$ cat src/rtl/conv_pkg.sv
// Shared operand-width defaults, tap geometry and FSM state type for the 3x3 convolution feeder.
package conv_pkg;

  localparam int X_BW_DEF = 8;
  localparam int W_BW_DEF = 8;
  localparam int P_BW_DEF = 19;
  localparam int LAT_DEF  = 32;

  localparam int TAPS   = 9;
  localparam int TAP_AW = 4;
  localparam logic [TAP_AW-1:0] TAP_LAST = TAP_AW'(TAPS - 1);

  typedef enum logic [1:0] {
    IDLE,
    LOAD,
    STREAM,
    WAIT
  } state_t;

endpackage

$ cat src/rtl/conv3x3_weight_rf.sv
// Nine-entry signed weight register file: one write port that drops out-of-range
// addresses, and one combinational indexed read that returns 0 beyond the last tap.
module conv3x3_weight_rf
  import conv_pkg::*;
#(
  parameter int W_BW = W_BW_DEF
) (
  input  logic                     i_clk,
  input  logic                     i_rst_n,
  input  logic                     i_wr_en,
  input  logic        [TAP_AW-1:0] i_wr_addr,
  input  logic signed [W_BW-1:0]   i_wr_data,
  input  logic        [TAP_AW-1:0] i_rd_addr,
  output logic signed [W_BW-1:0]   o_rd_data
);

  logic signed [W_BW-1:0] w_mem [TAPS];

  // NOTE: the array is built from flops with an async clear so every weight reads 0
  // after reset; a RAM macro could not give that guarantee.
  always_ff @(posedge i_clk or negedge i_rst_n) begin
    if (!i_rst_n) begin
      for (int i = 0; i < TAPS; i++) begin
        w_mem[i] <= '0;
      end
    end else if (i_wr_en && (i_wr_addr <= TAP_LAST)) begin
      w_mem[i_wr_addr] <= i_wr_data;
    end
  end

  // NOTE: the output gets a default before the guarded read so no path leaves it
  // unassigned, which would otherwise infer a latch.
  always_comb begin
    o_rd_data = '0;
    if (i_rd_addr <= TAP_LAST) begin
      o_rd_data = w_mem[i_rd_addr];
    end
  end

endmodule

$ cat src/rtl/conv3x3_feeder.sv
// Gathers nine pixels, then streams pixel/weight operand beats to a convolution engine
// and captures its result LAT cycles after the last beat.
// Optional build macro CONV_FEEDER_BIAS_EN: inject the start-time bias on beat 0's partial sum.
module conv3x3_feeder
  import conv_pkg::*;
#(
  parameter int X_BW = X_BW_DEF,
  parameter int W_BW = W_BW_DEF,
  parameter int P_BW = P_BW_DEF,
  parameter int LAT  = LAT_DEF     // must be >= 2
) (
  input  logic                     i_clk,
  input  logic                     i_rst_n,
  input  logic                     i_start,
  output logic                     o_busy,
  input  logic                     i_w_wr_en,
  input  logic        [TAP_AW-1:0] i_w_wr_addr,
  input  logic signed [W_BW-1:0]   i_w_wr_data,
  input  logic                     i_px_valid,
  input  logic signed [X_BW-1:0]   i_px_data,
  output logic                     o_px_ready,
  input  logic signed [P_BW-1:0]   i_bias,
  output logic signed [X_BW-1:0]   o_x,
  output logic signed [W_BW-1:0]   o_w,
  output logic signed [P_BW-1:0]   o_psum,
  output logic                     o_valid,
  input  logic signed [P_BW-1:0]   i_y,
  output logic signed [P_BW-1:0]   o_result,
  output logic                     o_done
);

  localparam int WCW = (LAT > 2) ? $clog2(LAT) : 1;
  localparam logic [WCW-1:0] WAIT_LAST = WCW'(LAT - 1);

  state_t                 state;
  logic [TAP_AW-1:0]      px_cnt;
  logic [TAP_AW-1:0]      beat;
  logic [TAP_AW-1:0]      beat_next;
  logic [WCW-1:0]         wait_cnt;
  logic signed [X_BW-1:0] pix [TAPS];
  logic                   w_wr_ok;
  logic [TAP_AW-1:0]      w_rd_addr;
  logic signed [W_BW-1:0] w_rd_data;
  logic signed [P_BW-1:0] bias_q;

  assign beat_next = beat + 1'b1;
  // Weights are frozen while their beats are on the wire.
  assign w_wr_ok   = i_w_wr_en && (state != STREAM);

  // Look one beat ahead: the operand registers load the value for the next cycle.
  always_comb begin
    w_rd_addr = '0;
    if (state == STREAM) begin
      w_rd_addr = beat_next;
    end
  end

  conv3x3_weight_rf #(
    .W_BW(W_BW)
  ) u_weight_rf (
    .i_clk     (i_clk),
    .i_rst_n   (i_rst_n),
    .i_wr_en   (w_wr_ok),
    .i_wr_addr (i_w_wr_addr),
    .i_wr_data (i_w_wr_data),
    .i_rd_addr (w_rd_addr),
    .o_rd_data (w_rd_data)
  );

`ifdef CONV_FEEDER_BIAS_EN
  always_ff @(posedge i_clk or negedge i_rst_n) begin
    if (!i_rst_n) begin
      bias_q <= '0;
    end else if ((state == IDLE) && i_start) begin
      bias_q <= i_bias;
    end
  end
`else
  logic [P_BW-1:0] bias_unused;
  assign bias_unused = i_bias;
  assign bias_q      = '0;
`endif

  // NOTE: all state here uses non-blocking assignment, so every branch sees the
  // pre-edge values regardless of statement order.
  always_ff @(posedge i_clk or negedge i_rst_n) begin
    if (!i_rst_n) begin
      state      <= IDLE;
      px_cnt     <= '0;
      beat       <= '0;
      wait_cnt   <= '0;
      for (int i = 0; i < TAPS; i++) begin
        pix[i] <= '0;
      end
      o_busy     <= 1'b0;
      o_px_ready <= 1'b0;
      o_valid    <= 1'b0;
      o_x        <= '0;
      o_w        <= '0;
      o_psum     <= '0;
      o_result   <= '0;
      o_done     <= 1'b0;
    end else begin
      o_done <= 1'b0;
      case (state)
        IDLE: begin
          if (i_start) begin
            state      <= LOAD;
            px_cnt     <= '0;
            o_busy     <= 1'b1;
            o_px_ready <= 1'b1;
          end
        end

        LOAD: begin
          if (i_px_valid) begin
            pix[px_cnt] <= i_px_data;
            px_cnt      <= px_cnt + 1'b1;
            if (px_cnt == TAP_LAST) begin
              // Slot 0 is already stored, so beat 0 can be presented right away.
              state      <= STREAM;
              o_px_ready <= 1'b0;
              beat       <= '0;
              o_valid    <= 1'b1;
              o_x        <= pix[0];
              o_w        <= w_rd_data;
              o_psum     <= bias_q;
            end
          end
        end

        STREAM: begin
          if (beat == TAP_LAST) begin
            state    <= WAIT;
            wait_cnt <= WCW'(1);
            o_valid  <= 1'b0;
            o_x      <= '0;
            o_w      <= '0;
            o_psum   <= '0;
          end else begin
            beat   <= beat_next;
            o_x    <= pix[beat_next];
            o_w    <= w_rd_data;
            o_psum <= '0;
          end
        end

        WAIT: begin
          // wait_cnt equals cycles elapsed since the last beat; o_done lands at LAT.
          if (wait_cnt == WAIT_LAST) begin
            state    <= IDLE;
            o_busy   <= 1'b0;
            o_result <= i_y;
            o_done   <= 1'b1;
          end else begin
            wait_cnt <= wait_cnt + 1'b1;
          end
        end

        default: begin
          state <= IDLE;
        end
      endcase
    end
  end

endmodule

$ cat config.mk
export PLATFORM = sky130hd
export DESIGN_NAME = conv3x3_feeder
export DESIGN_NICKNAME = d
export VERILOG_FILES = /design/src/rtl/conv_pkg.sv /design/src/rtl/conv3x3_weight_rf.sv /design/src/rtl/conv3x3_feeder.sv
export SDC_FILE = /design/constraint.sdc
export NUM_CORES = 1
export LEC_CHECK = 0
export BUFFER_PORTS_ARGS = -buffer_cell sky130_fd_sc_hd__buf_4
export CAP_MARGIN = 20
export CORE_ASPECT_RATIO = 1.25
export CORE_MARGIN = 10
export CORE_UTILIZATION = 45
export CTS_BUF_LIST = sky130_fd_sc_hd__clkbuf_4 sky130_fd_sc_hd__clkbuf_8
export DETAILED_ROUTE_END_ITERATION = 16
export PLACE_DENSITY = 0.69
export SLEW_MARGIN = 25
export SYNTH_ARGS = -nofsm -noshare
export SYNTH_HDL_FRONTEND = slang
export SYNTH_HIERARCHICAL = 1
export SYNTH_SLANG_ARGS = --single-unit
$ cat constraint.sdc
create_clock -name i_clk -period 7.15 [get_ports i_clk]
set_input_delay 0 -clock i_clk [delete_from_list [all_inputs] [get_ports i_clk]]
set_output_delay 0 -clock i_clk [all_outputs]
set_load 0.02 [all_outputs]
Word level (Yosys, flattened, before mapping) --
Index checks and enable logic that the tools add are counted.
Storage, ports and cells: bits in registers 217, bits of input ports 63, output and inout bits 58
Cells by class: add/sub/neg operators 3, $lt $le $gt $ge 8, equal/unequal tests 14, mux-type cells 53, bitwise logic cells 4, reductions and logical operators 19
Operators by type and width (count):
- $bwmux W72 | 2
- $mux W8 | 13
- $bmux W8 S4 | 2
- $demux W8 S4 | 2
- $mux W19 | 2
- $pmux W19 S2 | 1
- $pmux W8 S2 | 2
- $mux W4 | 6
- $ge A5 B5 Y1 const B | 4
- $not A4 Y5 | 4
- $pmux W4 S2 | 2
- $ne A2 B2 Y1 const B | 7
- $reduce_and A3 Y1 | 4
- $reduce_and A4 Y1 | 3
- $lt A5 B1 Y1 const B | 2
- $mux W2 | 5
- $mux W5 | 2
- $pmux W5 S2 | 1
- $mux W1 | 9
- $add A4 B1 Y4 const B | 2
- $eq A4 B4 Y1 const B | 2
- $le A4 B4 Y1 const B | 2
- $pmux W2 S4 | 1
- $reduce_bool A2 Y1 | 4
- 10 further kinds | 17

Depth between registers and ports, before layout --
word-level depth 10, depth in mapped cells 11, mapped depth without buffers 8

By module --
The synthesis kept the hierarchy.
Modules (own cells, without submodules):
- conv3x3_feeder | instances 1, cells an instance 454, area each 6119.6 um2, seq. area each 3153.0 um2
- conv3x3_weight_rf | instances 1, cells an instance 228, area each 3378.2 um2, seq. area each 1801.7 um2

Least setup slack after synthesis --
Ideal clock, no wire load.
path type register to register, from register beat[0], to register o_w[0], data arrival time 2513 ps, data required time 7029 ps, slack 4516 ps, stages on the path, launching flop included 12, path buffers 4, period minus slack after synthesis 2634 ps, cells stage by stage dfrtp_1 > buf_4 > inv_2 > ha_1 > buf_2 > buf_1 > and2_1 > buf_2 > mux4_2 > nor2_1 > o31ai_1 > a22o_1
On the way: longest elaborated chain between the ends 10
RTL lines:
- from (decl) | RTL line conv3x3_feeder.sv:37 | logic [TAP_AW-1:0] beat;
- from (signal assigned) | RTL line conv3x3_feeder.sv:141 | beat <= beat_next;
- $add A4 B1 Y4 (*) | RTL line conv3x3_feeder.sv:46 | assign beat_next = beat + 1'b1;
- $mux W4 (*) | RTL line conv3x3_feeder.sv:53 | if (state == STREAM) begin
- net w_rd_addr[1] | RTL line conv3x3_feeder.sv:42 | logic [TAP_AW-1:0] w_rd_addr;
- $not A4 Y5 (implied by the code) | RTL line conv3x3_weight_rf.sv:36 | o_rd_data = w_mem[i_rd_addr];
- $bmux W8 S4 | RTL line conv3x3_weight_rf.sv:36
- $mux W8 (implied by the code) (2 in series) | RTL line conv3x3_weight_rf.sv:36
- $mux W8 (*) | RTL line conv3x3_weight_rf.sv:35 | if (i_rd_addr <= TAP_LAST) begin
- net w_rd_data[0] | RTL line conv3x3_feeder.sv:43 | logic signed [W_BW-1:0] w_rd_data;
- $mux W8 | RTL line conv3x3_feeder.sv:119 | if (px_cnt == TAP_LAST) begin
- $mux W8 | RTL line conv3x3_feeder.sv:116 | if (i_px_valid) begin
- $pmux W8 S2 (*) | RTL line conv3x3_feeder.sv:105 | case (state)
- to (signal assigned) | RTL line conv3x3_feeder.sv:126 | o_w <= w_rd_data;
- to (signal assigned) | RTL line conv3x3_feeder.sv:143 | o_w <= w_rd_data;
- to (decl) | RTL line conv3x3_feeder.sv:24 | output logic signed [W_BW-1:0] o_w,
Mark *: on every way through the listed nets, which the timed path passes. The rest lies on a longest branch. The select of a mux whose other input is x is not followed. A chain may end at the register's enable or synchronous reset.

Worst setup path in the final report --
from register beat[0], to register o_w[1]
The elaborated chain is that of the path after synthesis.

==> flow_summary_export.csv <==
group,metric,value,unit
status,status,"finished clean",
power_and_ir_drop,combPwrFrac,0.366,
floorplan,start_util,0.456,
cells_and_area,fillerInstances,1734,
timing,finalClockSkew,0.0162,ns
floorplan,die_area,27400,um^2
cells_and_area,nNetsFinal,872,
power_and_ir_drop,p_leak,4.81,nW
worst_setup_path,crit_chain,"buf_4, inv_2, ha_1, and2_1, nand2b_1, o22ai_1, o31ai_1, a22o_1",
worst_setup_path,cp.arrival,4.09,ns
logic_synthesis,syn_inst,682,
timing,setup_tns,0,ns
timing,fmax,271,MHz
timing,period_share,0.515,
clocking,h-tree-depth,4,
placed_design,dp_hpwl,14.6,mm
global_route,grt.total_usage,0.163,
logic_synthesis,synthDistinctLibCells,60,
global_route,grt_max_degree,85,
floorplan,core.rowCount,59,
logic_synthesis,synth.most_common_cell,"dfrtp_1",
floorplan,die_h,182,um
routing,first_pass_iters,4,
clocking,cts_buffer_depth,2,
routing,avgRoutedWirePerCell,19.9,um
global_route,grt_pass1_wl,35.4,mm
routing,drt-total-wl,21.5,mm
worst_setup_path,path_buf_inv,2,
timing,finalSetupViolations,0,
clocking,cts.clk_slew.worst_paths,0.10,ns
worst_setup_path,path_class,"flip-flop to flip-flop",
logic_synthesis,ys_seq_area_frac,0.522,
cells_and_area,drive_gt1_frac,0.436,
power_and_ir_drop,power_density,354,nW/um^2
worst_hold_path,hold_path.class,"input pin to flip-flop",
placed_design,portBuffers,82,
timing,hold_viol,0,
clocking,cts_buffers,17,
cells_and_area,diodes,0,
timing,worst-slew-pin-transition,0.984,ns
logic_synthesis,synthArstFlopShare,1.00,
worst_setup_path,r2r_slack,3.46,ns
logic_synthesis,ys_top_cells_by_count,"198 x dfrtp_1, 181 x mux2_2, 27 x buf_4",
worst_setup_path,r2r_cells,8,
cells_and_area,area_growth,16.2,%
floorplan,io_pins,121,
placed_design,post-place-ws,3.47,ns
logic_synthesis,synth_top_cell_area_share,0.522,
timing,layout_min_cycle_time,3.69,ns
global_route,overflow,0,
power_and_ir_drop,irDropWorstVdd,0.124,mV
power_and_ir_drop,power.internal,0.00257,W
logic_synthesis,synth-edff-count,0,
logic_synthesis,synth.avg_cell_area,13.9,um^2
routing,vias,5996,
worst_setup_path,worstReg2RegEnd,"o_w[1]$_DFFE_PN0P_",
placed_design,place_congestion,0.797,
clocking,cts_sinks,198,
routing,vias_per_cell,5.53,
timing,setup_slack,3.46,ns
global_route,first_global_vias,6627,
worst_hold_path,whs_path_depth,3,
logic_synthesis,ys_top_cells_by_area,"dfrtp_1 52%, mux2_2 21%, mux4_2 5.7%",
floorplan,core,20800,um^2
worst_setup_path,cp_top_family,"simple AND/OR/NAND/NOR gates",
worst_setup_path,cp.depth,8,
logic_synthesis,syn_area,9500,um^2
worst_hold_path,min_from,"i_w_wr_addr[1]",
flow_run,cap_violations,0,
timing,rsz0062_at_grt,"no",
logic_synthesis,ys_seq_elements,198,
global_route,antenna_found_initial,0,
power_and_ir_drop,power.share.sequential,0.453,
timing,timing.slew.headroom,0.325,
worst_setup_path,crit_path_max_incr_delay,0.94,ns
logic_synthesis,yosysTopAreaCell,"dfrtp_1",
worst_setup_path,worstPathRequired,7.55,ns
worst_hold_path,min_to,"u_weight_rf/w_mem[28]$_DFFE_PN0P_",
logic_synthesis,ys.flop_type,"dfrtp_1",
logic_synthesis,ys_warn_count,6,
timing,slew_violations,0,
worst_setup_path,critPathSlowestCell,"ha_1",
worst_setup_path,critPathMaxFanout,23,
routing,drt-initial-drc-count,306,
power_and_ir_drop,power.switching,0.00133,W
clocking,cts-root-buf,"clkbuf_8",
worst_setup_path,timing.rr.start,"beat[0]$_DFFE_PN0P_",
worst_setup_path,start_kind,"flip-flop",
clocking,cts_tree,"yes",
power_and_ir_drop,switching_share,0.341,
routing,drc_errors,0,
routing,ant_nets,0,
floorplan,die_w,150,um
clocking,insertion_delay,0.47,ns
power_and_ir_drop,clkPwrFrac,0.181,
worst_setup_path,endpoint_kind,"flip-flop",
==> placed cells by master, fill, tap and decap left out, types with 5 or more instances in the layout <==
cell type,Yosys,final
dfrtp_1,198,198
mux2_2,181,181
buf_4,27,86
dlygate4sd3_1,0,40
mux4_2,24,24
nor2_1,23,22
nand3_1,21,21
nand2_1,20,20
conb_1,1,19
clkbuf_8,0,19
inv_1,12,12
o21ai_0,12,12
ha_1,12,12
a22o_1,11,11
nor2b_1,10,10
o22ai_1,9,9
a311oi_1,8,8
a31oi_1,8,8
o31ai_1,8,8
a21oi_1,7,7
nand2b_1,6,6
nor3_4,5,5
==> power groups by stage <==
| stage | sequential, W | clock (W) | combinational, W |
|---|---|---|---|
| 2_1_floorplan | 0.00175 | 0 | 0.00107 |
| 5_1_grt | 0.00181 | 0.000776 | 0.00156 |
| 3_5_place_dp | 0.00178 | 0 | 0.00143 |
| 6_report | 0.00177 | 0.000707 | 0.00143 |
| 4_1_cts | 0.00176 | 0.000730 | 0.00145 |
| 3_3_place_gp | 0.00174 | 0 | 0.00137 |
==> registers in the layout (all words and copies together) (netlist names) <==
name / flops
o_result: 19
pix: 72
o_px_ready: 1
o_x: 8
u_weight_rf/w_mem: 72
o_w: 8
state: 2
beat: 4
wait_cnt: 5
o_busy: 1
o_valid: 1
px_cnt: 4
o_done: 1
==> logic make-up (layout without fill, tap and decap cells) <==
kind of cell    count (synthesis)  in the layout  synth area share
mux                           212            212             0.281
other cells                     1             19          0.000395
fa+ha+maj                      12             12            0.0158
buf+inv                        62            172            0.0397
xor+xnor                        3              3           0.00277
compound gates                 76             76            0.0586
simple gates                  118            118            0.0801
flops                         198            198             0.522
==> how the worst max path moves through the flow <==
stage                    endpoint                 start
2_1_floorplan  o_w[0]$_DFFE_PN0P_   beat[0]$_DFFE_PN0P_
3_3_place_gp   o_w[1]$_DFFE_PN0P_   beat[0]$_DFFE_PN0P_
3_5_place_dp   o_w[1]$_DFFE_PN0P_   beat[0]$_DFFE_PN0P_
4_1_cts        o_w[1]$_DFFE_PN0P_   beat[0]$_DFFE_PN0P_
5_1_grt        o_w[1]$_DFFE_PN0P_  state[0]$_DFFE_PN0P_
6_report       o_w[1]$_DFFE_PN0P_   beat[0]$_DFFE_PN0P_
==> tightest hold or removal path, stage by stage <==
cell    delay, ns
buf_4        0.17
nor3_4       0.10
mux2_2       0.22
==> through the flow <==
step                      hold slack (ns)  instance area, um^2  instances   util  power (W)
after floorplan                    -0.296                 9570        700      -    0.00282
after global placement             0.0688                10200       1012  0.492    0.00311
after detailed placement           0.0817                10200       1012  0.492    0.00321
after CTS                          0.0125                11000       1084  0.530    0.00394
after global routing               0.0269                11000       1084  0.530    0.00415
final                              0.0459                11000       1084  0.530    0.00390
==> final cells by class <==
cell class                      instances  area [um^2]  share of cell area
Tap cell                              274          343              0.0311
Sequential cell                       198         4950               0.449
Clock inverter                         14          143              0.0129
Inverter                               13         48.8             0.00442
Multi-Input combinational cell        440         4240               0.384
Timing Repair Buffer                  127         1060              0.0961
Clock buffer                           18          248              0.0225
==> layer usage <==
metal  track usage  wire [um]
met1         0.195       8430
met2         0.279      11500
met3        0.0426       1360
met4        0.0491        251
met5             0          0
==> repair_timing <==
item / in CTS / in global routing
hold buffers: 40 / 0
setup buffers: 0 / 0
endpoints found under the hold margin: 249 / 0
gates resized for setup: 0 / 0
No activity file was read; power rests on OpenSTA's default activity.
